**config.mk**
```make
export PLATFORM = sky130hd
export DESIGN_NAME = picorv32_wb_master
export DESIGN_NICKNAME = d
export VERILOG_FILES = /design/src/rtl/picorv32_wb_master_pkg.sv /design/src/rtl/picorv32_wb_master_timeout_counter.sv /design/src/rtl/picorv32_wb_master.sv
export SDC_FILE = /design/constraint.sdc
export NUM_CORES = 1
export LEC_CHECK = 0
export ABC_AREA = 1
export ABC_CLOCK_PERIOD_IN_PS = 1600
export CORE_AREA = 3 3 118 120
export DETAILED_ROUTE_END_ITERATION = 8
export DIE_AREA = 0 0 121 123
export PLACE_DENSITY = 0.76
export SKIP_CTS_REPAIR_TIMING = 1
export SYNTH_ARGS = -nofsm -noshare
export SYNTH_HDL_FRONTEND = slang
export SYNTH_SLANG_ARGS = --single-unit
```
**constraint.sdc**
```tcl
create_clock -name i_clk -period 1.6 [get_ports i_clk]
set_clock_uncertainty 0.05 [all_clocks]
set_input_delay 0.48 -clock i_clk [delete_from_list [all_inputs] [get_ports i_clk]]
set_output_delay 0.48 -clock i_clk [all_outputs]
set_load 0.1 [all_outputs]
```
**src/rtl/picorv32_wb_master_pkg.sv**
```systemverilog
// picorv32_wb_master_pkg: shared state encoding, parameter defaults and helpers
package picorv32_wb_master_pkg;
    localparam logic [1:0] ST_IDLE = 2'd0;
    localparam logic [1:0] ST_REQ  = 2'd1;
    localparam logic [1:0] ST_WAIT = 2'd2;
    localparam logic [1:0] ST_RESP = 2'd3;
    typedef enum logic [1:0] {
        S_IDLE = ST_IDLE,
        S_REQ  = ST_REQ,
        S_WAIT = ST_WAIT,
        S_RESP = ST_RESP
    } state_t;
    localparam int          DEF_TIMEOUT_CYCLES = 255;
    localparam logic [31:0] DEF_ERR_RDATA      = 32'h0000_0000;
    function automatic logic [3:0] bus_sel(input logic [3:0] wstrb);
        return (|wstrb) ? wstrb : 4'hF;
    endfunction
endpackage

```
**src/rtl/picorv32_wb_master_timeout_counter.sv**
```systemverilog
// wb_timeout_counter: saturating cycle counter; expired marks the LIMIT-th counted cycle
module wb_timeout_counter #(
    parameter int LIMIT = 255
) (
    input  logic i_clk,
    input  logic i_reset_n,
    input  logic i_clear,
    input  logic i_enable,
    output logic o_expired
);
    localparam int W = $clog2(LIMIT + 1);
    logic [W-1:0] cnt;
    always_ff @(posedge i_clk or negedge i_reset_n) begin
        if (!i_reset_n)
            cnt <= '0;
        else if (i_clear)
            cnt <= '0;
        else if (i_enable && cnt != '1)
            cnt <= cnt + 1'b1;
    end
    // cnt holds the number of cycles already spent, so the current cycle is cnt+1
    assign o_expired = cnt >= W'(LIMIT - 1);
endmodule

```
**src/rtl/picorv32_wb_master.sv**
```systemverilog
// picorv32_wb_master: bridges the picorv32 native memory port to a pipelined
// Wishbone master with registered outputs, error handling and a transfer timeout.
module picorv32_wb_master
    import picorv32_wb_master_pkg::*;
#(
    parameter int          TIMEOUT_CYCLES = DEF_TIMEOUT_CYCLES,
    parameter logic [31:0] ERR_RDATA      = DEF_ERR_RDATA
) (
    input  logic        i_clk,
    input  logic        i_reset_n,
    input  logic        i_mem_valid,
    input  logic        i_mem_instr,
    input  logic [31:0] i_mem_addr,
    input  logic [31:0] i_mem_wdata,
    input  logic [3:0]  i_mem_wstrb,
    output logic        o_mem_ready,
    output logic [31:0] o_mem_rdata,
    output logic        o_wb_cyc,
    output logic        o_wb_stb,
    output logic        o_wb_we,
    output logic [31:0] o_wb_addr,
    output logic [31:0] o_wb_data,
    output logic [3:0]  o_wb_sel,
    input  logic        i_wb_stall,
    input  logic        i_wb_ack,
    input  logic        i_wb_err,
    input  logic [31:0] i_wb_data,
    output logic        o_bus_err,
    output logic        o_bus_err_sticky
);
    state_t      state, state_n;
    logic        cyc_n, stb_n, we_n, ready_n, err_n, sticky_n;
    logic [31:0] addr_n, data_n, rdata_n;
    logic [3:0]  sel_n;
    logic        expired, live, resp_ok, resp_err, done_err;
    logic        unused_instr;

    assign unused_instr = i_mem_instr;

    wb_timeout_counter #(.LIMIT(TIMEOUT_CYCLES)) u_timeout (
        .i_clk     (i_clk),
        .i_reset_n (i_reset_n),
        .i_clear   (state == S_IDLE && i_mem_valid),
        .i_enable  (state == S_REQ || state == S_WAIT),
        .o_expired (expired)
    );

    // responses only count once the strobe has been accepted (no stall) or in WAIT
    assign live     = (state == S_WAIT) || !i_wb_stall;
    assign resp_ok  = live && i_wb_ack && !i_wb_err;
    assign resp_err = live && i_wb_err;
    assign done_err = resp_err || (expired && !resp_ok);

    always_comb begin
        state_n  = state;
        cyc_n    = o_wb_cyc;
        stb_n    = o_wb_stb;
        we_n     = o_wb_we;
        addr_n   = o_wb_addr;
        data_n   = o_wb_data;
        sel_n    = o_wb_sel;
        rdata_n  = o_mem_rdata;
        ready_n  = 1'b0;
        err_n    = 1'b0;
        sticky_n = o_bus_err_sticky;
        case (state)
            S_IDLE: if (i_mem_valid) begin
                state_n = S_REQ;
                cyc_n   = 1'b1;
                stb_n   = 1'b1;
                we_n    = |i_mem_wstrb;
                addr_n  = i_mem_addr;
                data_n  = i_mem_wdata;
                sel_n   = bus_sel(i_mem_wstrb);
            end
            S_REQ, S_WAIT: if (resp_ok || done_err) begin
                state_n  = S_RESP;
                cyc_n    = 1'b0;
                stb_n    = 1'b0;
                ready_n  = 1'b1;
                err_n    = done_err;
                sticky_n = o_bus_err_sticky || done_err;
                rdata_n  = done_err ? ERR_RDATA : (o_wb_we ? o_mem_rdata : i_wb_data);
            end else if (state == S_REQ && !i_wb_stall) begin
                state_n = S_WAIT;
                stb_n   = 1'b0;
            end
            S_RESP: state_n = S_IDLE;
            default: state_n = S_IDLE;
        endcase
    end

    always_ff @(posedge i_clk or negedge i_reset_n) begin
        if (!i_reset_n) begin
            state            <= S_IDLE;
            o_wb_cyc         <= 1'b0;
            o_wb_stb         <= 1'b0;
            o_wb_we          <= 1'b0;
            o_wb_addr        <= '0;
            o_wb_data        <= '0;
            o_wb_sel         <= '0;
            o_mem_rdata      <= '0;
            o_mem_ready      <= 1'b0;
            o_bus_err        <= 1'b0;
            o_bus_err_sticky <= 1'b0;
        end else begin
            state            <= state_n;
            o_wb_cyc         <= cyc_n;
            o_wb_stb         <= stb_n;
            o_wb_we          <= we_n;
            o_wb_addr        <= addr_n;
            o_wb_data        <= data_n;
            o_wb_sel         <= sel_n;
            o_mem_rdata      <= rdata_n;
            o_mem_ready      <= ready_n;
            o_bus_err        <= err_n;
            o_bus_err_sticky <= sticky_n;
        end
    end
endmodule

```
==> results.ini, run 1 <==
[synthesis]
ys_seq_area_share_pct = 57.6
postSynthAreaPerCell_sq_um = 8.16
synth_top_area_share_pct = 57.6
synth_nets = 730
yosys_warnings = 0
synthCells = 617
ys_seq_elements = 116
syn_area_sq_um = 5040
yosysTopAreaCell = dfrtp_1
synth_area_leaders = dfrtp_1 58%, nand2_1 22%, nand3_1 4.1%
synth_cell_types = 24

[drt]
ant_nets = 0
drc = 0
viasPerCell = 4.64
vias = 4894
dr.pass1.iters = 4
drt-initial-drc-count = 252
wirelength_um = 16200
wl_per_cell_um = 15.3

[clock_tree]
cts_root_buf = clkbuf_16
insertion_delay_ps = 410
clk_pin_slew_ps = 50
htree_levels = 4
cts_buffers = 17
clockBufferDepth = 2
cts_tree = done
clock-sinks = 116

[place]
port_buffers = 211
place_area_sq_um = 8600
gp_routability_congestion = 0.801
place_hpwl_um = 10800

[sta]
fin_ws_ps = -122
tns_ps = -2870
setup_violations = 34
period_share_pct = 108
rsz0062_at_grt = true
drv_slew = 0
period_needed_ps = 1720
timing.fmax_mhz = 581
hold_viol = 0
worst_slew_pin_slew_ps = 300
slew_headroom_pct = 79.8

[status]
outcome = finished, violations left
violations = negative setup slack

[die]
die_w_um = 121
initial_core_util_pct = 38.5
die-area_sq_um = 14900
die_y_um = 123
fp-row-count = 42
core-area_sq_um = 13100
ios = 213

[layout]
final_cell_area_sq_um = 9740
seq_area_sq_um = 2900
nets = 979
fin_util_pct = 74.4
multi_input_area_sq_um = 2000
fillers = 838
antenna_cells = 0
drive_above_1_share_pct = 25.9
area_growth_pct = 93.3

[global_route]
antenna_found_initial = 0
grt_pass1_vias = 4758
grt_remaining_overflow = 0
grt_max_degree = 56
grt_use_total_pct = 20.5
grt_pass1_wl_um = 23700

[worst_setup_path]
critPathMaxStageDelay_ps = 410
crit_path_max_fanout = 8
crit_required_ps = 1850
critPathKind = reg -> reg
path_cells = inv_1, ha_2, nor2_4, nor2_4, buf_6, nand3_4, nand3_4, buf_12, nand2_8, nand2_1, nand2_1
critical_path_arrival_ps = 1970
cp-start-kind = register
cp_slowest_cell = dfrtp_1
crit_path_end_kind = register
rr_worst_depth = 11

[hold_path]
hp-class = in -> async

[run]
drv_cap = 0

## area by class of cell
cell class | instances | area share [%]
Sequential cell | 116 | 29.8
Inverter | 54 | 2.21
Multi-Input combinational cell | 423 | 20.6
Clock buffer | 23 | 4.91
Timing Repair Buffer | 254 | 38.4
Tap cell | 176 | 2.26
Clock inverter | 9 | 1.79
## metal layers
metal,part of all wire [%],vias to the layer above,GRT usage [%]
li1,-,2376,-
met1,37,2281,23.8
met2,50,218,33.2
met3,12,19,10.5
met4,1.4,0,6.59
met5,0,-,0
## cell usage after synthesis
master	n
o21bai_1	2
nor2_2	1
nand3_1	41
inv_2	1
dfrtp_1	116
nor2_1	47
clkbuf_1	14
o21ai_0	9
nand3_2	3
clkinv_2	1
buf_2	2
nand2_1	293
nand4_1	4
nand2_4	1
nand2_2	3
or2_2	2
buf_4	7
buf_6	4
ha_1	6
nor2_4	1
nor4_1	1
o31ai_1	1
inv_1	52
a21oi_1	5
## flip-flops by register name, indices dropped and copies added (netlist names)
signal / cells
o_wb_addr: 32
u_timeout.cnt: 8
o_bus_err: 1
state: 2
o_bus_err_sticky: 1
o_wb_we: 1
o_wb_sel: 4
o_mem_ready: 1
o_wb_stb: 1
o_mem_rdata: 32
o_wb_cyc: 1
o_wb_data: 32
## kinds of logic (layout without fill, tap and decap cells)
logic type | Yosys count | count (layout) | share of synthesized area [%]
simple gates | 397 | 400 | 31.8
flops | 116 | 116 | 57.6
buf+inv | 81 | 340 | 7.23
compound gates | 17 | 17 | 1.84
fa+ha+maj | 6 | 6 | 1.49
## worst max-delay path: cells and delay by family, from the launching register on
kind | cells | cell delay [ps]
flip-flops | 1 | 410
adder cells (fa/ha/maj) | 1 | 180
buffers and inverters | 3 | 330
AND/OR/NAND/NOR | 7 | 640
## per-stage QoR
| step | setup WS (ps) | hold WS, ps | cells |
|---|---|---|---|
| 4_1_cts | -178 | -180 | 1040 |
| 3_3_place_gp | -390 | 256 | 1008 |
| 2_1_floorplan | 13.7 | 134 | 617 |
| 5_1_grt | -225 | 372 | 1055 |
| 6_report | -122 | 383 | 1055 |
| 3_5_place_dp | -456 | 259 | 1008 |
## worst paths after layout
path                                                    from                            to  slack (ps)
worst min register to register    o_mem_rdata[2]$_DFFE_PN0P_    o_mem_rdata[2]$_DFFE_PN0P_         480
worst min-delay path                               i_reset_n  u_timeout.cnt[6]$_DFFE_PN0P_         380
min in group i_clk                o_mem_rdata[2]$_DFFE_PN0P_    o_mem_rdata[2]$_DFFE_PN0P_         480
max in group asynchronous                          i_reset_n     o_wb_addr[30]$_DFFE_PN0P_         620
worst max-delay path            u_timeout.cnt[0]$_DFFE_PN0P_   o_mem_rdata[21]$_DFFE_PN0P_        -120
worst max register to register  u_timeout.cnt[0]$_DFFE_PN0P_   o_mem_rdata[21]$_DFFE_PN0P_        -120
## layout by cell type (no fill, tap or decap), types with 4 or more instances in the layout
| cell type | count |
|---|---|
| a21oi_1 | 4 |
| buf_12 | 120 |
| buf_4 | 18 |
| buf_6 | 8 |
| bufinv_16 | 5 |
| clkbuf_16 | 19 |
| clkdlybuf4s50_1 | 104 |
| dfrtp_1 | 115 |
| inv_1 | 48 |
| inv_2 | 5 |
| nand2_1 | 278 |
| nand2_2 | 15 |
| nand2_8 | 4 |
| nand3_1 | 36 |
| nand3_2 | 4 |
| nand3_4 | 4 |
| nand4_1 | 4 |
| nor2_1 | 43 |
| o21ai_0 | 7 |
Power of run 1 is left out: the tool's default activity adds up to more than one toggle a clock period on the data nets, which glitch-free logic cannot reach.
==> run 2, diff against run 1 <==
- CORE_AREA: 3 3 118 120 -> 2 2 116 118
- CTS_BUF_LIST: unset -> sky130_fd_sc_hd__clkbuf_4 sky130_fd_sc_hd__clkbuf_8
- DIE_AREA: 0 0 121 123 -> 0 0 118 120
- PLACE_DENSITY: 0.76 -> 0.78
==> results.ini, run 2 (synthesized netlist as in run 1, its figures left out) <==
[place]
place_area_sq_um = 8640  ; +0.47%
port_buffers = 211  ; unchanged
numPlacedInstances = 1015  ; +0.69%
place_hpwl_um = 10600  ; -1.5%
gp_routability_congestion = 0.799  ; -0.30%

[die]
die_w_um = 118  ; -2.5%
core-area_sq_um = 13000  ; -0.80%
die_y_um = 120  ; -2.4%
die-area_sq_um = 14200  ; -4.9%
ios = 213  ; unchanged
initial_core_util_pct = 38.8  ; +0.31 points
fp-row-count = 42  ; unchanged

[global_route]
grt_max_degree = 46  ; -18%
antenna_found_initial = 0  ; unchanged
grt_pass1_wl_um = 23600  ; -0.58%
grt_use_total_pct = 21.1  ; +0.59 points
grt_remaining_overflow = 0  ; unchanged
grt_pass1_vias = 4813  ; +1.2%

[layout]
nets = 995  ; +1.6%
final_cell_area_sq_um = 9390  ; -3.5%
area_growth_pct = 86.4
antenna_cells = 0  ; unchanged
layout_commonest_cell = nand2_1
fillers = 876  ; +4.5%
layout_common_cells = 286 x nand2_1, 115 x dfrtp_1, 114 x buf_12
top_regs = o_mem_rdata: 32 flops, o_wb_addr: 32 flops, o_wb_data: 32 flops
stdcell_count = 1069  ; +1.3%
drive_above_1_share_pct = 26.1  ; +0.15 points

[status]
outcome = finished, violations left
violations = negative setup slack

[clock_tree]
cts_root_buf = clkbuf_8
htree_levels = 4  ; unchanged
clock-sinks = 116  ; unchanged
cts_tree = done
clk_pin_slew_ps = 70  ; +20 ps
cts_buffers = 17  ; unchanged
insertion_delay_ps = 440  ; +30 ps
clockBufferDepth = 2  ; unchanged

[sta]
timing.fmax_mhz = 609  ; +4.8%
slew_headroom_pct = 77.8  ; -2.1 points
setup_violations = 17  ; -50%
rsz0062_at_grt = true
tns_ps = -183  ; +2690 ps
period_share_pct = 103  ; -4.9 points
fin_ws_ps = -43.3  ; +78.6 ps
period_needed_ps = 1640  ; -78.6 ps
hold_viol = 0  ; unchanged
worst_slew_pin_slew_ps = 333  ; +33.6 ps
drv_slew = 0  ; unchanged

[worst_setup_path]
r2r_end = o_mem_rdata[15]$_DFFE_PN0P_
path_cells = inv_2, ha_1, inv_1, nand2_2, nand3_4, nand3_4, nand2_2, clkbuf_16, nor2_1, nand3_1, nand2_1
cp_slowest_cell = dfrtp_1
critPathMaxStageDelay_ps = 390  ; -20 ps
regToRegStartpoint = state[0]$_DFFE_PN0P_
rr_worst_depth = 11  ; unchanged
critical_path_arrival_ps = 1970  ; about the same
cp-start-kind = register
r2r_slack_ps = -40  ; +80 ps
critPathKind = reg -> reg
crit_required_ps = 1930  ; +80 ps
crit_path_end_kind = register
crit_path_max_fanout = 16  ; +8

[run]
drv_cap = 0  ; unchanged

[drt]
viasPerCell = 4.59  ; -0.97%
wl_per_cell_um = 14.0  ; -8.6%
drt-initial-drc-count = 258  ; +2.4%
wirelength_um = 15000  ; -7.4%
dr.pass1.iters = 6  ; +2
drc = 0  ; unchanged
vias = 4911  ; +0.35%
ant_nets = 0  ; unchanged

[hold_path]
hp-class = in -> async

-- run 2: metrics by stage --
step | utilization [%] | hold WS (ps) | worst slack [ps]
finish | 72.4 | 440 | -43.3
detailed placement | 66.6 | 351 | -479
global placement | 66.6 | 360 | -391
global route | 72.4 | 461 | -159
CTS | 69.5 | -124 | -146
floorplan | - | 134 | 13.7
-- run 2: worst max-delay path, delay by kind of cell, from the launching register on --
kind                       cells  cell delay [ps]
DFF                            1              390
adders and majority gates      1              130
buffers and inverters          3              300
and+or+nand+nor                7              710
-- run 2: final cells by class --
type / count / area [sq um] / share of cell area [%]
well taps: 176 / 220 / 2.34
flip-flops and latches: 116 / 2900 / 30.9
clock inverters: 6 / 80.1 / 0.853
clock buffers: 24 / 293 / 3.12
inverters: 54 / 210 / 2.24
multi-input cells: 420 / 1880 / 20.1
repair buffers: 273 / 3800 / 40.5
-- run 2: per-layer routing --
metal | part of all wire, % | up-vias | routed length [um] | global-route usage, %
met1 | 39 | 2299 | 5900 | 24.6
met3 | 11 | 20 | 1590 | 11.0
met4 | 1.7 | 0 | 251 | 8.13
met5 | 0 | - | 0 | 0
li1 | - | 2402 | - | -
met2 | 48 | 190 | 7220 | 33.1
-- run 2: worst max path at each step --
stage                         start                     endpoint  slack, ps  cells past startpoint
6_report       state[0]$_DFFE_PN0P_  o_mem_rdata[15]$_DFFE_PN0P_        -40                     11
4_1_cts        state[0]$_DFFE_PN0P_  o_mem_rdata[21]$_DFFE_PN0P_       -150                     10
5_1_grt        state[0]$_DFFE_PN0P_  o_mem_rdata[15]$_DFFE_PN0P_       -160                     11
2_1_floorplan  state[0]$_DFFE_PN0P_  o_mem_rdata[10]$_DFFE_PN0P_         10                     11
3_3_place_gp             i_wb_stall   o_mem_rdata[7]$_DFFE_PN0P_       -390                      8
3_5_place_dp             i_wb_stall  o_mem_rdata[21]$_DFFE_PN0P_       -480                      8
Power of run 2 is left out for the same reason.
==> run 3, diff against run 2 <==
- ABC_CLOCK_PERIOD_IN_PS: 1600 -> 2100
- CELL_PAD_IN_SITES_DETAIL_PLACEMENT: unset -> 1
- CELL_PAD_IN_SITES_GLOBAL_PLACEMENT: unset -> 2
- CORE_AREA: 2 2 116 118 -> 2 2 143 145
- DIE_AREA: 0 0 118 120 -> 0 0 145 147
- PLACE_DENSITY: 0.78 -> unset
- PLACE_DENSITY_LB_ADDON: unset -> 0.1
- clock period: 1.6 -> 2.1 ns (I/O delays scaled with it)
==> results.ini, run 3 (synthesized netlist as in run 1, its figures left out) <==
[clock_tree]
cts_buffers = 17  ; unchanged
clk_pin_slew_ps = 70  ; about the same
insertion_delay_ps = 440  ; about the same
clockBufferDepth = 2  ; unchanged
clock-sinks = 116  ; unchanged
cts_tree = done
htree_levels = 4  ; unchanged
cts_root_buf = clkbuf_8

[layout]
nets = 954  ; -4.1%
layout_commonest_cell = nand2_1
top_regs = o_mem_rdata: 32 flops, o_wb_addr: 32 flops, o_wb_data: 32 flops
antenna_cells = 0  ; unchanged
layout_common_cells = 292 x nand2_1, 116 x dfrtp_1, 114 x buf_12
area_growth_pct = 80.4
drive_above_1_share_pct = 20.3  ; -5.8 points

[worst_setup_path]
r2r_end = o_mem_rdata[18]$_DFFE_PN0P_
crit_path_end_kind = register
rr_worst_depth = 12  ; +1
crit_required_ps = 2430  ; +500 ps
crit_path_max_fanout = 32  ; +16
r2r_slack_ps = 270  ; +310 ps
critical_path_arrival_ps = 2160  ; +190 ps
cp-start-kind = register
critPathKind = reg -> reg
regToRegStartpoint = state[0]$_DFFE_PN0P_

[global_route]
antenna_found_initial = 0  ; unchanged
grt_pass1_vias = 5314  ; +10%
grt_max_degree = 45  ; -2.2%
globalRouteMet1Util_pct = 18.9  ; -5.6 points
grt_remaining_overflow = 0  ; unchanged
grt_use_total_pct = 16.6  ; -4.6 points
met3_usage_pct = 7.52  ; -3.5 points
grt_pass1_wl_um = 28000  ; +19%
top_usage_layer = met2
met2_usage_pct = 27.6  ; -5.5 points

[sta]
hold_viol = 0  ; unchanged
drv_slew = 0  ; unchanged
rsz0062_at_grt = false
setup_violations = 0  ; -17
period_needed_ps = 1830  ; +189 ps
fin_ws_ps = 268  ; +311 ps
slew_headroom_pct = 70.1  ; -7.7 points
timing.fmax_mhz = 546  ; -10%
period_share_pct = 87.2  ; -15 points
worst_slew_pin_slew_ps = 448  ; +115 ps

[die]
die-area_sq_um = 21300  ; +51%
fp-row-count = 52  ; +24%
ios = 213  ; unchanged
die_y_um = 147  ; +23%
initial_core_util_pct = 25.4  ; -13 points
die_w_um = 145  ; +23%
core-area_sq_um = 19800  ; +53%

[place]
port_buffers = 211  ; unchanged
dp_slack_ps = -174  ; +306 ps
place_hpwl_um = 12500  ; +19%
gp_routability_congestion = 0.772  ; -3.3%

[status]
outcome = completed

[hold_path]
hp-class = in -> async

[run]
drv_cap = 0  ; unchanged

[drt]
viasPerCell = 4.24  ; -7.6%
ant_nets = 0  ; unchanged
dr.pass1.iters = 4  ; -2
wirelength_um = 16700  ; +12%
vias = 4767  ; -2.9%
wl_per_cell_um = 14.9  ; +6.4%
drc = 0  ; unchanged
drt-initial-drc-count = 128  ; -50%

==> run 3: cell types whose count changed in the layout (fill, tap and decap cells not counted), moves of 3 or more <==
| cell | previous run | this run |
|---|---|---|
| inv_2 | 7 | 1 |
| nand2_1 | 286 | 292 |
| clkbuf_8 | 18 | 23 |
| clkbuf_4 | 6 | 1 |
| buf_4 | 47 | 14 |
| nand3_4 | 4 | 0 |
| nand2_4 | 4 | 1 |
| inv_1 | 46 | 52 |
| buf_6 | 3 | 0 |
==> run 3: through the flow <==
step	hold slack [ps]	std cells	TNS [ps]	utilization [%]	area [sq um]
floorplan	284	617	0	-	5040
global placement	468	1092	-3200	43.6	8650
detailed placement	475	1092	-4510	43.6	8650
CTS	70.1	1123	0	45.8	9090
global route	85.8	1123	0	45.8	9090
finish	73.9	1123	0	45.8	9090
==> run 3: routing by layer <==
| layer | part of all wire, % | wire length (um) |
|---|---|---|
| met1 | 41 | 6810 |
| met2 | 49 | 8190 |
| met3 | 8.9 | 1500 |
| met4 | 1.4 | 240 |
| met5 | 0 | 0 |
==> run 3: final cells by class <==
class                   count  area, sq um
fillers                  2204        10800
repair buffers            232         3430
flip-flops and latches    116         2900
multi-input cells         420         1770
well taps                 270          338
clock buffers              24          324
inverters                  54          204
clock inverters             7          119
==> run 3: worst max-delay path: stages, from the launching register on <==
cell and delay, ps:
dfrtp_1 400, inv_1 90, ha_1 190, inv_1 50, nand2_1 60, nand3_1 130, nand3_2 90, nand2_2 90
clkinv_2 160, nand2_4 110, buf_12 180, nand2_1 80, nand2_1 70
==> run 3: worst max path at each step <==
stage,from,to,cells after the start
6_report,state[0]$_DFFE_PN0P_,o_mem_rdata[18]$_DFFE_PN0P_,12
5_1_grt,u_timeout.cnt[0]$_DFFE_PN0P_,o_mem_rdata[23]$_DFFE_PN0P_,12
4_1_cts,state[0]$_DFFE_PN0P_,o_mem_rdata[18]$_DFFE_PN0P_,12
3_5_place_dp,i_wb_stall,o_mem_rdata[18]$_DFFE_PN0P_,10
3_3_place_gp,i_wb_stall,o_mem_rdata[22]$_DFFE_PN0P_,10
2_1_floorplan,o_wb_we$_DFFE_PN0P_,o_mem_rdata[10]$_DFFE_PN0P_,4
Power of run 3 is left out for the same reason.
